File: src/rtl/pmcc_pkg.sv
// Shared types and constants for the PMC code loader.
// Optional readback verify is enabled by defining PMCC_CODE_LOADER_VERIFY_EN.
package pmcc_pkg;

  // Size of the PMC code RAM in 32-bit words (10-bit word address space).
  localparam int unsigned PMCC_CODE_WORDS = 1024;

  // Byte enable for a full 32-bit word access.
  localparam logic [3:0] PMCC_BE_FULL = 4'hF;

  typedef enum logic [2:0] {
    StIdle,
    StFetch,
    StWrReq,
    StWrResp,
`ifdef PMCC_CODE_LOADER_VERIFY_EN
    StRdReq,
    StRdResp,
`endif
    StDone
  } pmcc_state_e;

endpackage

File: src/rtl/pmcc_code_loader.sv
// PMC code loader: copies a stream of source words into the PMC code RAM over the
// data bus, one outstanding transaction at a time.
// Define PMCC_CODE_LOADER_VERIFY_EN to read back and compare every written word.
module pmcc_code_loader
  import pmcc_pkg::*;
#(
  parameter int unsigned MAX_WORDS = PMCC_CODE_WORDS
) (
  input  logic        clk,
  input  logic        rst,
  input  logic        start,
  input  logic [31:0] base_addr,
  input  logic [10:0] word_count,
  input  logic        src_valid,
  input  logic [31:0] src_data,
  output logic        src_ready,
  output logic        busy,
  output logic        done,
  output logic        err,
  // Initiator side of the code RAM data bus
  output logic        data_bus_req,
  input  logic        data_bus_gnt,
  input  logic        data_bus_rvalid,
  output logic [31:0] data_bus_addr,
  output logic        data_bus_we,
  output logic [3:0]  data_bus_be,
  output logic [31:0] data_bus_wdata,
  input  logic [31:0] data_bus_rdata,
  input  logic        data_bus_err
);

  localparam logic [10:0] MaxWords = 11'(MAX_WORDS);

  pmcc_state_e state_q;
  logic [10:0] count_q;
  logic [10:0] target_q;
  logic [10:0] count_inc;
  logic        last_word;
  logic        start_bad;

  // Progress and request sanity decode
  assign count_inc = count_q + 11'd1;
  assign last_word = (count_inc == target_q);
  assign start_bad = (word_count > MaxWords) || (base_addr[1:0] != 2'b00);

`ifndef PMCC_CODE_LOADER_VERIFY_EN
  // Read data is only consumed by the verify comparator.
  logic unused_rdata;
  assign unused_rdata = ^data_bus_rdata;
`endif

  // Loader FSM; every output is a register updated on state transitions.
  always_ff @(posedge clk) begin
    if (rst) begin
      state_q        <= StIdle;
      count_q        <= 11'd0;
      target_q       <= 11'd0;
      src_ready      <= 1'b0;
      busy           <= 1'b0;
      done           <= 1'b0;
      err            <= 1'b0;
      data_bus_req   <= 1'b0;
      data_bus_addr  <= 32'd0;
      data_bus_we    <= 1'b0;
      data_bus_be    <= 4'h0;
      data_bus_wdata <= 32'd0;
    end else begin
      done <= 1'b0;
      case (state_q)
        StIdle: begin
          // Late responses from an abandoned transaction are ignored here.
          if (start) begin
            if (start_bad) begin
              err <= 1'b1;
            end else if (word_count == 11'd0) begin
              err     <= 1'b0;
              done    <= 1'b1;
              state_q <= StDone;
            end else begin
              err           <= 1'b0;
              busy          <= 1'b1;
              src_ready     <= 1'b1;
              count_q       <= 11'd0;
              target_q      <= word_count;
              data_bus_addr <= base_addr;
              state_q       <= StFetch;
            end
          end
        end
        StFetch: begin
          if (src_valid) begin
            src_ready      <= 1'b0;
            data_bus_req   <= 1'b1;
            data_bus_we    <= 1'b1;
            data_bus_be    <= PMCC_BE_FULL;
            data_bus_wdata <= src_data;
            state_q        <= StWrReq;
          end
        end
        StWrReq: begin
          if (data_bus_gnt) begin
            data_bus_req <= 1'b0;
            state_q      <= StWrResp;
          end
        end
        StWrResp: begin
          if (data_bus_rvalid) begin
            if (data_bus_err) begin
              err     <= 1'b1;
              busy    <= 1'b0;
              state_q <= StIdle;
            end else begin
`ifdef PMCC_CODE_LOADER_VERIFY_EN
              // Read back the same address; wdata keeps the reference word.
              data_bus_req <= 1'b1;
              data_bus_we  <= 1'b0;
              state_q      <= StRdReq;
`else
              data_bus_addr <= data_bus_addr + 32'd4;
              count_q       <= count_inc;
              if (last_word) begin
                busy    <= 1'b0;
                done    <= 1'b1;
                state_q <= StDone;
              end else begin
                src_ready <= 1'b1;
                state_q   <= StFetch;
              end
`endif
            end
          end
        end
`ifdef PMCC_CODE_LOADER_VERIFY_EN
        StRdReq: begin
          if (data_bus_gnt) begin
            data_bus_req <= 1'b0;
            state_q      <= StRdResp;
          end
        end
        StRdResp: begin
          if (data_bus_rvalid) begin
            if (data_bus_err || (data_bus_rdata != data_bus_wdata)) begin
              err     <= 1'b1;
              busy    <= 1'b0;
              state_q <= StIdle;
            end else begin
              data_bus_addr <= data_bus_addr + 32'd4;
              count_q       <= count_inc;
              if (last_word) begin
                busy    <= 1'b0;
                done    <= 1'b1;
                state_q <= StDone;
              end else begin
                src_ready <= 1'b1;
                state_q   <= StFetch;
              end
            end
          end
        end
`endif
        StDone: begin
          state_q <= StIdle;
        end
        default: begin
          state_q <= StIdle;
        end
      endcase
    end
  end

endmodule
File: config.mk
export PLATFORM = sky130hd
export DESIGN_NAME = pmcc_code_loader
export DESIGN_NICKNAME = d
export VERILOG_FILES = /design/src/rtl/pmcc_pkg.sv /design/src/rtl/pmcc_code_loader.sv
export SDC_FILE = /design/constraint.sdc
export NUM_CORES = 1
export LEC_CHECK = 0
export CAP_MARGIN = 0
export CELL_PAD_IN_SITES_DETAIL_PLACEMENT = 1
export CELL_PAD_IN_SITES_GLOBAL_PLACEMENT = 2
export CORE_ASPECT_RATIO = 1.25
export CORE_MARGIN = 10
export CORE_UTILIZATION = 37
export DETAILED_ROUTE_END_ITERATION = 8
export DONT_BUFFER_PORTS = 1
export GPL_TIMING_DRIVEN = 0
export PLACE_DENSITY = 0.87
export SLEW_MARGIN = 20
export SYNTH_ARGS = -nofsm -noshare
export SYNTH_HDL_FRONTEND = slang
export SYNTH_SLANG_ARGS = --single-unit
File: constraint.sdc
create_clock -name clk -period 5.3 [get_ports clk]
set_clock_uncertainty 0.1 [all_clocks]
set_input_delay 1.325 -clock clk [delete_from_list [all_inputs] [get_ports clk]]
set_output_delay 1.325 -clock clk [all_outputs]
set_load 0.05 [all_outputs]
== Word level (Yosys, flattened, before mapping) ==
Index checks and enable logic that the tools add are counted.

* Register bits after elaboration: 96
* Input port bits: 114
* Output and inout port bits: 74
* Logic and storage cells: 94

* $add $sub $neg: 2
* Magnitude comparators: 1
* Equal/unequal tests: 14
* Muxes and demuxes: 48
* Bitwise gates (word level): 2
* Reduce and logical (&&, ||, !) cells: 15

{| class="wikitable"
|+ Operator list
! operator !! count
|-
| $mux W32 || 5
|-
| $pmux W32 S2 || 1
|-
| $mux W11 || 5
|-
| $add A32 B3 Y32 const B || 1
|-
| $mux W3 || 8
|-
| $mux W1 || 22
|-
| $pmux W11 S2 || 1
|-
| $ne A2 B2 Y1 const B || 9
|-
| $pmux W3 S4 || 1
|-
| $reduce_and A6 Y1 || 2
|-
| $add A11 B1 Y11 const B || 1
|-
| $eq A11 B11 Y1 || 1
|-
| $gt A11 B11 Y1 const B || 1
|-
| $logic_not A11 Y1 || 1
|-
| $pmux W1 S2 || 4
|-
| $reduce_and A4 Y1 || 2
|-
| $reduce_and A8 Y1 || 1
|-
| $eq A3 B2 Y1 const B || 2
|-
| $reduce_bool A2 Y1 || 3
|-
| $reduce_and A5 Y1 || 1
|-
| $eq A3 B1 Y1 const B || 1
|-
| $logic_not A3 Y1 || 1
|-
| $ne A3 B3 Y1 const B || 1
|-
| $pmux W1 S3 || 1
|-
| other kinds (5) || 6
|}

== Longest topological paths before layout ==
* Depth in word-level cells: 6
* Mapped depth: 9
* Mapped depth without buffers: 7

== Least setup slack after synthesis ==
OpenSTA, ideal clock, no wires.

* Path kind: input-to-reg
* From: input port base_addr[0]
* To: register data_bus_addr[29]
* Library setup time: 0.128 ns
* Arrival time: 2.861 ns
* Data required time: 5.072 ns
* Path slack: 2.211 ns
* Cell stages on the path: 7
* Path buffers: 1
* Cells stage by stage: or4b_1 a21o_1 o31ai_4 buf_6 o21ai_0 a22oi_1 nor2_1

* Cells in the longest elaborated chain, start to end: 4

{| class="wikitable"
|+ RTL lines
! element !! line !! source
|-
| start, declared || pmcc_code_loader.sv:12 || <nowiki>input logic [31:0] base_addr,</nowiki>
|-
| $reduce_bool A2 Y1 || pmcc_code_loader.sv:44 || <nowiki>assign start_bad = (word_count > MaxWords) || (base_addr[1:0] != 2'b00);</nowiki>
|-
| $logic_or A1 B1 Y1 || pmcc_code_loader.sv:44 ||
|-
| $ne A2 B2 Y1 (no source line) || -- ||
|-
| $reduce_and A6 Y1 (no source line) || -- ||
|-
| end signal, assigned || pmcc_code_loader.sv:85 || <nowiki>data_bus_addr <= base_addr;</nowiki>
|-
| end signal, assigned || pmcc_code_loader.sv:119 || <nowiki>data_bus_addr <= data_bus_addr + 32'd4;</nowiki>
|-
| end, declared || pmcc_code_loader.sv:24 || <nowiki>output logic [31:0] data_bus_addr,</nowiki>
|}

No other way between the ends.
A chain may end at the register's enable or synchronous reset.

== Worst setup path after layout ==
* From: input port word_count[6]
* To: register data_bus_addr[8]

* Cells in the longest elaborated chain, start to end: 4
* Elaborated cells on any way between the ends: 6
* Those cells by class: order compare (1); eq/ne (2); reduce/logical (3)

{| class="wikitable"
|+ RTL lines
! element !! line !! source
|-
| start, declared || pmcc_code_loader.sv:13 || <nowiki>input logic [10:0] word_count,</nowiki>
|-
| $gt A11 B11 Y1 || pmcc_code_loader.sv:44 ||
|-
| $logic_or A1 B1 Y1 || pmcc_code_loader.sv:44 ||
|-
| $ne A2 B2 Y1 (no source line) || -- ||
|-
| $reduce_and A6 Y1 (no source line) * || -- ||
|}

Every way passes the cells marked *; elsewhere a longest branch is shown, timed or not.

==> summary.txt <==
Max IR drop VDD = 166 uV
Design Area, Final = 5420 sq um
Outcome = completed
TritonCTS clock tree = done
# setup viols final = 0
Boundary pin count = 188
Total Wirelength = 18000 um
Initial antenna violation count = 1
LEAKAGE = 1.72 nW
Crit end category = flop
Layout cell share with drive strength beyond 1 = 7.91%
Clock sinks = 95
Minimum clock period = 3.52 ns
Final core utilization = 42.2%
Worst-Skew Late Latency = 0.36 ns
Total number of vias = 4755
Aggregate global routing overflow = 0
Die Area = 18200 sq um
# hold bufs at CTS = 0
CTS buffer count = 9
Setup CP Type = in -> reg
RSZ-0062 raised after global routing = false
Critical path launch point type = input pin
Fin nets = 756
Setup TNS = 0 ns
Post-Place Worst Slack = 1.35 ns
Hold EP = target_q[6]$_SDFFE_PP0P_
Starting density of the core = 38.0%
Rel. slew slack = 44.5%
Netlist Area Pre-Place = 4880 sq um
Synth Instances = 629
Worst reg2reg path depth = 8
Seq/Total Area, Yosys = 39.0%
Final Hold Fails = 0
Clock slew at reported path FFs = 0.07 ns
DR vias/cell = 5.83
Drt wl/cell = 22.1 um
Synth Flop Type = dfxtp_1
P per Cell Area = 296 nW/um^2
Synthesis-stage register bit count = 95
CP required = 5.40 ns
CP Cell Sequence = nor4_1 > a31oi_1 > o31ai_4 > buf_2 > a211oi_1
Async set-reset flop share out of synthesis = 0%
YS warnings = 0
Root buffer cell = clkbuf_16
RePlAce Congestion = 0.915
Number of flops mapped to enable cells by yosys = 0
Hold Path Class = reg -> reg
Synthesized area per cell = 7.76 sq um
Max frequency = 284 MHz
DP Wirelength = 13700 um
Synth cell types = 61
Row cnt = 46
Area grow syn2layout = 11.0%
Detailed Route Iter0 Violations = 258
Global-route wire length before repair = 27600 um
Fin. max-slew vios = 0
Max FO, Critical Path = 10
Final hold slack = 0.430 ns
Setup WS post-layout = 1.78 ns
Number of post-CTS setup repair buffers = 0
Max Root-Sink Buffers = 2
RR Endpoint = data_bus_addr[26]$_SDFFE_PP0P_
Slew @ Worst Pin = 0.828 ns
Arrival time worst endpoint = 3.61 ns
DP Area = 5090 sq um
Die height = 148 um
CTS resizes = 0
# fillers = 1579
Max-Cap Viols = 0
Final worst-path cycle share = 66.4%
Vias in the first global route = 4955
Core Region = 12800 sq um
# port buffers = 0
Most frequent cells in the layout = nand2_1 (106), dfxtp_1 (95), a21oi_1 (73)
Die Width = 123 um
Cell at the slowest stage of the critical path = o31ai_4
Largest net degree at the start of global routing = 17
Detailed Routing Iterations Pass 1 = 5
Min-Delay Path Depth = 2
Gr usage total = 19.3%
Number of H-tree levels = 3
DRC = 0
Reg2Reg Setup Slack = 2.28 ns
CP max stage delay = 0.67 ns
Routed Antenna Nets = 0
Most common cell after layout, fill and taps aside = nand2_1
Syn_nets = 745
Reg2reg start = data_bus_addr[2]$_SDFFE_PP0P_
Hold Startpoint = target_q[6]$_SDFFE_PP0P_
[worst max path at each step]
stage	cells past startpoint	slack (ns)	endpoint	startpoint
2_1_floorplan	7	2.21	data_bus_addr[29]$_SDFFE_PP0P_	base_addr[0]
3_3_place_gp	5	1.42	data_bus_addr[8]$_SDFFE_PP0P_	word_count[6]
3_5_place_dp	5	1.35	data_bus_addr[8]$_SDFFE_PP0P_	word_count[6]
4_1_cts	5	1.71	data_bus_addr[8]$_SDFFE_PP0P_	word_count[6]
5_1_grt	5	1.51	data_bus_addr[8]$_SDFFE_PP0P_	word_count[6]
6_report	5	1.78	data_bus_addr[8]$_SDFFE_PP0P_	word_count[6]
[Yosys cell counts, drive strengths merged (3+ instances only)]
cell type	number	area share (%)
and2	5	0.64
a22o	3	0.54
o31a	3	0.54
nand2b	5	0.64
a311oi	4	0.85
or4	4	0.62
nor3b	3	0.46
and3	5	0.64
or2	5	0.64
a31oi	10	1.3
nand3b	4	0.62
buf	15	2.3
nand2	106	8.2
nor2b	3	0.38
nor4	10	1.4
nor3	9	1.2
clkbuf	35	2.7
nor2	63	4.8
o22ai	7	0.90
and4	7	1.3
or3	7	0.90
xnor2	5	0.90
nand4	12	1.5
a21o	3	0.46
xor2	6	1.1
o32ai	3	0.54
a22oi	6	0.92
dfxtp	95	39
mux2i	10	2.1
inv	9	0.69
a211oi	16	3.4
a21oi	73	7.5
o21ai	40	4.1
nand3	16	1.7
[flip-flops by register name, indices dropped and copies added, names as in the netlist, 3 cells and up]
register,flops
count_q,11
data_bus_addr,32
data_bus_wdata,32
state_q,3
target_q,11
[worst max-delay path, delay by kind of cell]
family / cells / cell delay (ns)
compound gates: 3 / 1.26
buf+inv: 1 / 0.43
simple gates: 1 / 0.58
[per-stage QoR]
step | power [W] | cells
5_1_grt | 0.00165 | 814
2_1_floorplan | 0.000862 | 629
3_5_place_dp | 0.000891 | 797
6_report | 0.00160 | 815
3_3_place_gp | 0.000886 | 797
4_1_cts | 0.00161 | 813
[metal layers]
metal	vias to the layer above	routed length, um	GRT usage, %
met4	0	473	8.32
met3	25	1280	5.11
met2	130	9240	34.0
met1	2327	7010	21.0
li1	2273	-	-
met5	-	0	0
[layout make-up]
| cell class | count | area, sq um | share of cell area (%) |
|---|---|---|---|
| multi-input combinational | 475 | 2700 | 49.8 |
| sequential | 95 | 1900 | 35.1 |
| buffer | 50 | 245 | 4.53 |
| clock buffer | 10 | 229 | 4.23 |
| tap | 168 | 210 | 3.88 |
| clock inverter | 6 | 92.6 | 1.71 |
| inverter | 9 | 33.8 | 0.624 |
| antenna | 2 | 5.00 | 0.0924 |
[logic make-up (layout without fill, tap and decap cells)]
kind of cell,after synthesis,after routing,share of synthesized area [%]
buf+inv,59,75,5.72
compound gates,182,182,23.7
flops,95,95,39.0
mux,10,10,2.05
simple gates,269,269,26.6
xor+xnor,12,12,2.46
other cells,0,2,0
fa+ha+maj,2,2,0.513
[where the power goes]
part | internal [W] | leakage [nW] | switching, W | total (W)
sequential | 0.000727 | 0.768 | 0.0000574 | 0.000784
clock | 0.000418 | 0.150 | 0.000311 | 0.000728
combinational | 0.0000315 | 0.807 | 0.0000573 | 0.0000888
total | 0.00118 | 1.72 | 0.000425 | 0.00160
Power figures use the tool's default switching activity.
